`src/rtl/bf_serializer_if.sv`:
```
// bf_serializer_if
//   Frame-load and serial-output handshake bundle for bf_serializer.
//   Parameter LENGTH : words per frame (2..32).
//   load_valid/load_ready/PI : parallel frame load (word k at PI[16k+15:16k])
//   SO/so_valid/so_ready/so_last : serial word stream, word 0 first
//   busy : a frame is being shifted or is pending
//   modport slave  : serializer side
//   modport master : producer/consumer side
interface bf_serializer_if #(parameter int LENGTH = 2);
  logic                  load_valid;
  logic                  load_ready;
  logic [16*LENGTH-1:0]  PI;
  logic [15:0]           SO;
  logic                  so_valid;
  logic                  so_ready;
  logic                  so_last;
  logic                  busy;

  modport slave (
    input  load_valid, PI, so_ready,
    output load_ready, SO, so_valid, so_last, busy
  );

  modport master (
    output load_valid, PI, so_ready,
    input  load_ready, SO, so_valid, so_last, busy
  );
endinterface

```
`src/rtl/bf_serializer.sv`:
```
// bf_serializer
//   Parallel-in, serial-out unloader for butterfly result frames. Captures
//   LENGTH 16-bit words in one load and emits them one per transfer, word 0
//   first, on a ready/valid stream. All state honours the clken stall.
//
//   Ports:
//     clk    : rising-edge clock
//     rst_n  : asynchronous active-low reset
//     clken  : clock enable, state freezes while low
//     bus    : bf_serializer_if.slave (load handshake, SO stream, busy)
//
//   Optional feature macro: BF_SERIALIZER_PRELOAD_EN
//     defined   : one-frame hold register, frames stream with no bubble
//     undefined : loads only accepted in IDLE, one bubble between frames
//
//   state | meaning
//   IDLE  | no frame in shreg, SO is 0, ready to load
//   SHIFT | shreg holds a frame, SO = word idx, waiting for transfers
module bf_serializer #(
  parameter int LENGTH = 2
) (
  input  logic clk,
  input  logic rst_n,
  input  logic clken,
  bf_serializer_if.slave bus
);

  localparam int IW = $clog2(LENGTH);
  localparam logic [IW-1:0] LAST_IDX = IW'(LENGTH - 1);

  typedef enum logic {IDLE = 1'b0, SHIFT = 1'b1} state_t;

  state_t        r_state, w_state_nxt;
  logic [15:0]   r_shreg     [LENGTH];
  logic [15:0]   w_shreg_nxt [LENGTH];
  logic [IW-1:0] r_idx, w_idx_nxt;
  logic          w_load;
  logic          w_xfer;
  logic          w_final;

`ifdef BF_SERIALIZER_PRELOAD_EN
  logic [15:0]   r_hold      [LENGTH];
  logic [15:0]   w_hold_nxt  [LENGTH];
  logic          r_hold_full, w_hold_full_nxt;

  assign bus.load_ready = !r_hold_full;
  assign bus.busy       = (r_state == SHIFT) || r_hold_full;
`else
  assign bus.load_ready = (r_state == IDLE);
  assign bus.busy       = (r_state == SHIFT);
`endif

  assign bus.so_valid = (r_state == SHIFT);
  assign bus.SO       = r_shreg[0];
  assign bus.so_last  = (r_state == SHIFT) && (r_idx == LAST_IDX);

  assign w_load  = bus.load_valid && bus.load_ready && clken;
  assign w_xfer  = bus.so_valid && bus.so_ready && clken;
  assign w_final = w_xfer && (r_idx == LAST_IDX);

  always_comb begin
    w_state_nxt = r_state;
    w_idx_nxt   = r_idx;
    for (int k = 0; k < LENGTH; k++) w_shreg_nxt[k] = r_shreg[k];
`ifdef BF_SERIALIZER_PRELOAD_EN
    for (int k = 0; k < LENGTH; k++) w_hold_nxt[k] = r_hold[k];
    w_hold_full_nxt = r_hold_full;
`endif

    case (r_state)
      IDLE: begin
        if (w_load) begin
          for (int k = 0; k < LENGTH; k++) w_shreg_nxt[k] = bus.PI[16*k +: 16];
          w_idx_nxt   = '0;
          w_state_nxt = SHIFT;
        end
      end
      SHIFT: begin
        if (w_final) begin
          w_idx_nxt = '0;
`ifdef BF_SERIALIZER_PRELOAD_EN
          // A pending hold frame takes precedence; load_ready is low while
          // hold is full, so w_load and r_hold_full never coincide.
          w_hold_full_nxt = 1'b0;
          if (r_hold_full) begin
            for (int k = 0; k < LENGTH; k++) w_shreg_nxt[k] = r_hold[k];
          end else if (w_load) begin
            for (int k = 0; k < LENGTH; k++) w_shreg_nxt[k] = bus.PI[16*k +: 16];
          end else begin
            for (int k = 0; k < LENGTH; k++) w_shreg_nxt[k] = 16'h0000;
            w_state_nxt = IDLE;
          end
`else
          for (int k = 0; k < LENGTH; k++) w_shreg_nxt[k] = 16'h0000;
          w_state_nxt = IDLE;
`endif
        end else begin
          if (w_xfer) begin
            for (int k = 0; k < LENGTH - 1; k++) w_shreg_nxt[k] = r_shreg[k+1];
            w_shreg_nxt[LENGTH-1] = 16'h0000;
            w_idx_nxt = r_idx + IW'(1);
          end
`ifdef BF_SERIALIZER_PRELOAD_EN
          if (w_load) begin
            for (int k = 0; k < LENGTH; k++) w_hold_nxt[k] = bus.PI[16*k +: 16];
            w_hold_full_nxt = 1'b1;
          end
`endif
        end
      end
    endcase
  end

  always_ff @(posedge clk or negedge rst_n) begin
    if (!rst_n) begin
      r_state <= IDLE;
      r_idx   <= '0;
      for (int k = 0; k < LENGTH; k++) r_shreg[k] <= 16'h0000;
`ifdef BF_SERIALIZER_PRELOAD_EN
      for (int k = 0; k < LENGTH; k++) r_hold[k] <= 16'h0000;
      r_hold_full <= 1'b0;
`endif
    end else if (clken) begin
      r_state <= w_state_nxt;
      r_idx   <= w_idx_nxt;
      for (int k = 0; k < LENGTH; k++) r_shreg[k] <= w_shreg_nxt[k];
`ifdef BF_SERIALIZER_PRELOAD_EN
      for (int k = 0; k < LENGTH; k++) r_hold[k] <= w_hold_nxt[k];
      r_hold_full <= w_hold_full_nxt;
`endif
    end
  end

endmodule

```
`src/flat_wrapper.sv`:
```
// flat-port wrapper written by rule: the top's interface ports become plain ports
module bf_serializer_flat 
#(
  parameter int LENGTH = 2
)
  (clk, rst_n, clken, bus_load_valid, bus_PI, bus_so_ready, bus_load_ready, bus_SO, bus_so_valid, bus_so_last, bus_busy);
  bf_serializer_if #(.LENGTH(LENGTH)) bus_i ();
  input  logic clk;
  input  logic rst_n;
  input  logic clken;
  input wire logic [$bits(bus_i.load_valid)-1:0] bus_load_valid;
  input wire logic [$bits(bus_i.PI)-1:0] bus_PI;
  input wire logic [$bits(bus_i.so_ready)-1:0] bus_so_ready;
  output wire logic [$bits(bus_i.load_ready)-1:0] bus_load_ready;
  output wire logic [$bits(bus_i.SO)-1:0] bus_SO;
  output wire logic [$bits(bus_i.so_valid)-1:0] bus_so_valid;
  output wire logic [$bits(bus_i.so_last)-1:0] bus_so_last;
  output wire logic [$bits(bus_i.busy)-1:0] bus_busy;
  assign bus_i.load_valid = bus_load_valid;
  assign bus_i.PI = bus_PI;
  assign bus_i.so_ready = bus_so_ready;
  assign bus_load_ready = bus_i.load_ready;
  assign bus_SO = bus_i.SO;
  assign bus_so_valid = bus_i.so_valid;
  assign bus_so_last = bus_i.so_last;
  assign bus_busy = bus_i.busy;
  bf_serializer #(.LENGTH(LENGTH)) u_core (.clk(clk), .rst_n(rst_n), .clken(clken), .bus(bus_i));
endmodule
```
`config.mk`:
```
export PLATFORM = sky130hd
export DESIGN_NAME = bf_serializer_flat
export DESIGN_NICKNAME = d
export VERILOG_FILES = /design/src/rtl/bf_serializer_if.sv /design/src/rtl/bf_serializer.sv /design/src/flat_wrapper.sv
export SDC_FILE = /design/constraint.sdc
export NUM_CORES = 1
export LEC_CHECK = 0
export CORE_ASPECT_RATIO = 0.9
export CORE_MARGIN = 1
export CORE_UTILIZATION = 35
export DETAILED_ROUTE_END_ITERATION = 10
export PLACE_DENSITY = 0.67
export SKIP_LAST_GASP = 1
export SYNTH_ARGS = -nofsm -noshare
export SYNTH_HDL_FRONTEND = slang
export SYNTH_SLANG_ARGS = --single-unit
```
`constraint.sdc`:
```
create_clock -name clk -period 1.62 [get_ports clk]
set_input_delay 0.243 -clock clk [delete_from_list [all_inputs] [get_ports clk]]
set_output_delay 0.243 -clock clk [all_outputs]
set_load 0.01 [all_outputs]
```
# ---- Word level (Yosys, flattened, before mapping)
# Cells that the tools add are included.
dict set report word_totals {
  register_bits 34
  out_inout_bits 20
  word_cells 26
}
dict set report classes {
  n_addsub 1
  n_eq_ne 2
  muxes 11
  bitwise 1
  reduce_logical 7
}
# cell n
set op_table {}
lappend op_table {{$mux W32} 3}
lappend op_table {{$pmux W32 S2} 1}
lappend op_table {{$logic_and A1 B1 Y1} 6}
lappend op_table {{$mux W1} 5}
lappend op_table {{$pmux W1 S2} 2}
lappend op_table {{$ne A3 B3 Y1 const B} 1}
lappend op_table {{$reduce_and A3 Y1} 1}
lappend op_table {{$ne A2 B2 Y1 const B} 1}
lappend op_table {{$add A1 B1 Y1 const B} 1}
lappend op_table {{$not A1 Y1} 1}

# ---- Logic depth before layout (Yosys ltp)
dict set report logic_depth {
  word_depth 5
  mapped_depth 5
  ltp_nobuf 3
}

# ---- Worst setup path before layout
# OpenSTA, ideal clock, no wires.
dict set report synth_timing {
  kind {register to register}
  from {register u_core.r_state, in the netlist u_core.bus.busy}
  to {register u_core.r_shreg, in the netlist u_core.bus.SO[0]}
  setup_time_ns 0.125
  t_arrival_ns 1.386
  t_required_ns 1.495
  path_slack_ns 0.109
  stages_incl_launch_ff 5
  period_less_slack_ns 1.511
  cell_sequence {dfrtp_1 mux2_2 nand2_2 buf_4 mux2_2}
}
dict set report synth_between {
  elab_chain_cells 5
  word_cells_on_any_way 11
}
# item line
set synth_rtl {}
lappend synth_rtl {{start, declared} bf_serializer.sv:33} ;# state_t r_state, w_state_nxt;
lappend synth_rtl {{start signal, assigned} bf_serializer.sv:124} ;# r_state <= w_state_nxt;
lappend synth_rtl {{$logic_and A1 B1 Y1 or $not A1 Y1 (tied branches)} --}
lappend synth_rtl {{$logic_and A1 B1 Y1 (on tied branches)} {bf_serializer.sv:58, bf_serializer.sv:57}}
lappend synth_rtl {{$logic_and A1 B1 Y1 (on tied branches)} {bf_serializer.sv:59, bf_serializer.sv:57}}
lappend synth_rtl {{$ne A3 B3 Y1 (no source line) (tied with other cells)} --}
lappend synth_rtl {{$reduce_and A3 Y1 (no source line) or $pmux W32 S2 (tied branches)} --}
lappend synth_rtl {{end, declared} bf_serializer.sv:34} ;# logic [15:0] r_shreg [LENGTH];
# Parallel ways exist; a longest one is shown, timed or not.
# A chain may end at the register's enable or synchronous reset.

# ---- Worst setup path in the final report
dict set report layout_timing {
  from {register u_core.r_state, in the netlist u_core.bus.busy}
  to {output bus_so_valid}
}
# item line
set layout_rtl {}
lappend layout_rtl {{end, declared} flat_wrapper.sv:16} ;# output wire logic [$bits(bus_i.so_valid)-1:0] bus_so_valid;
# No word-level cell between the ends.

==> results.json <==
{
  "yosysSeqAreaShare": 0.515,
  "wl_per_cell_um": 14.4,
  "p_total_mw": 3.39,
  "start_util": 0.368,
  "coreArea_mm2": 0.00449,
  "syn_to_final_growth_pct": 40.6,
  "fin_util": 0.517,
  "cts_buffers": 5,
  "yosysTopAreaCell": "dfrtp_1",
  "dp_cells": 238,
  "max_stage_delay_ps": 470,
  "netlist_area_mm2": 0.00165,
  "dp_hpwl_mm": 2.65,
  "tns_ps": 0,
  "worstSetupEndpointType": "output port",
  "post_dp_cell_area_mm2": 0.00220,
  "die_area_mm2": 0.00500,
  "power_density_mw_per_mm2": 1460,
  "worst_slack_ps": 70.8,
  "clk_pin_slew_ps": 70,
  "syn_inst": 136,
  "hold_violations": 0,
  "synth_top_area_frac": 0.515,
  "die_h_um": 67.2,
  "path_delay_family": "buffers and inverters",
  "drive_gt1_frac": 0.161,
  "cts_max_level": 2,
  "setup_violations": 0,
  "fin_skew_ps": 5.04,
  "ir_worst_vdd_mv": 0.616,
  "wirelength_mm": 3.58,
  "placementRows": 23,
  "crit_chain": "buf_4 -> clkdlybuf4s50_1",
  "timing.final.crit_share": 0.956,
  "synth-seq-cells": 34,
  "grt_pass1_vias": 1269,
  "path_class": "reg -> out",
  "port_buffers": 56,
  "design_area_mm2": 0.00232,
  "max_freq_mhz": 646,
  "tightestPinTransition_ps": 749,
  "drc": 0,
  "cts_root_buf": "clkbuf_8",
  "cts_tree": "yes",
  "drt_pass1_iterations": 2,
  "holdWs_ps": 30.7,
  "pin_count": 57,
  "grt_usage": 0.158,
  "required_ps": 1380,
  "rsz0062_at_grt": "false",
  "worst_path_max_delay_cell": "clkdlybuf4s50_1",
  "grt_max_degree": 35,
  "status": "complete, no violations",
  "synthTopCellsByArea": "dfrtp_1 (52%), mux2i_1 (10%), buf_4 (9.1%)",
  "rrSetupSlack_ps": 80,
  "postRouteAntennaNets": 0,
  "slew_headroom": 0.501,
  "diodes": 0,
  "yosysUniqueCellTypes": 17,
  "first_iter_violations": 40,
  "viasPerCell": 4.71,
  "dp_slack_ps": -370,
  "report.final.slew_viol_count": 0,
  "hold_path.class": "in -> async",
  "cp.arrival_ps": 1310,
  "synth_nets": 173,
  "holdBufCountCts": 0,
  "reg2reg_depth": 5,
  "syn_avg_cell_area_um2": 12.1,
  "fin_nets": 222,
  "min_period_ps": 1550,
  "drv_cap": 0,
  "vias": 1167,
  "antenna_found_initial": 0,
  "fin_cells": 248,
  "crit_cells": 2,
  "cts_sinks": 34,
  "critPathLaunchType": "flop",
  "die_x_um": 74.4,
  "clock_latency_ps": 280,
  "path_max_fanout": 5,
  "ys_warn_count": 0,
  "grt_pass1_wl_mm": 5.77,
  "p_leak_nw": 1.13,
  "gp_congestion": 0.785,
  "clock_path_buffers": 2,
  "overflow": 0,
  "cp_num_buf_inv": 2
}
[worst register-to-register path, stage by stage (launching register included)]
cell and delay (ps):
dfrtp_2 410, buf_4 140, mux2_2 270, nand2_2 100, buf_12 150, mux2_2 340
[repair_timing]
action / in CTS / in global routing
resized for setup: 4 / 0
pin swaps: 0 / 0
endpoints found under the setup margin: 20 / 2
buffers inserted: 1 / 1
hold endpoints to repair: 0 / 0
[final cells by class]
class                      instances  area, um^2
clock buffer                       8         110
fill                             419        2170
inverter                           1        3.75
multi-input combinational         76         618
sequential                        34         852
tap                               62        77.6
timing repair buffer              67         661
[logic make-up after synthesis]
logic type / after synthesis / share of synthesized area
AO/OA/AOI/OAI: 19 / 0.0939
buffers and inverters: 26 / 0.112
flip-flops: 34 / 0.515
multiplexers: 34 / 0.219
AND/OR/NAND/NOR: 23 / 0.0599
[registers in the layout, summed over array words and instances (netlist names)]
name	count
u_core.r_idx	1
u_core.bus.SO	16
u_core.bus.busy	1
u_core.r_shreg	16
[per-layer routing]
metal | track usage | up-vias | part of all wire
met2 | 0.255 | 38 | 0.47
met4 | 0.0637 | 0 | 0.0067
met5 | 0 | - | 0
met3 | 0.0373 | 2 | 0.050
met1 | 0.206 | 574 | 0.47
li1 | - | 553 | -
[report_power, final]
| part | internal (mW) | switching (mW) | leakage [nW] |
|---|---|---|---|
| combinational | 0.835 | 0.569 | 0.630 |
| clock | 0.429 | 0.287 | 0.0575 |
| sequential | 1.12 | 0.151 | 0.447 |
| total | 2.38 | 1.01 | 1.13 |
[synthesized netlist by cell type]
master / n
a21oi_1: 1
a22o_1: 16
and2_1: 1
and4_1: 1
buf_2: 4
buf_4: 20
buf_6: 1
dfrtp_1: 34
inv_1: 1
mux2_1: 10
mux2_2: 7
mux2i_1: 17
nand2_1: 2
nand2_2: 1
nor2_1: 17
nor2b_1: 1
o21ai_0: 2
[path summary, 6_finish.rpt]
path                                   startpoint                 to
worst max-delay path              u_core.bus.busy       bus_so_valid
worst min-delay path                        rst_n   u_core.bus.SO[9]
worst max register to register    u_core.bus.busy   u_core.bus.SO[2]
worst min register to register  u_core.bus.SO[10]  u_core.bus.SO[10]
max in group asynchronous                   rst_n    u_core.bus.busy
min in group clk                u_core.bus.SO[10]  u_core.bus.SO[10]
[cell usage in the layout (no fill, tap or decap)]
cell and count:
clkdlybuf4s50_1 53, dfrtp_2 1, inv_1 1, nor2_2 1, nand2_1 2, dfrtp_1 33, buf_12 2, mux2i_1 17
a22o_1 16, mux2_1 10, and4_1 1, and2_1 1, nor2_1 16, nand2_2 1, mux2_2 7, a21oi_1 1
dlygate4sd2_1 2, o21ai_0 2, nor2b_1 1, clkbuf_8 8, buf_4 9, buf_2 1
Note: power is estimated with default switching activity, not from simulation.
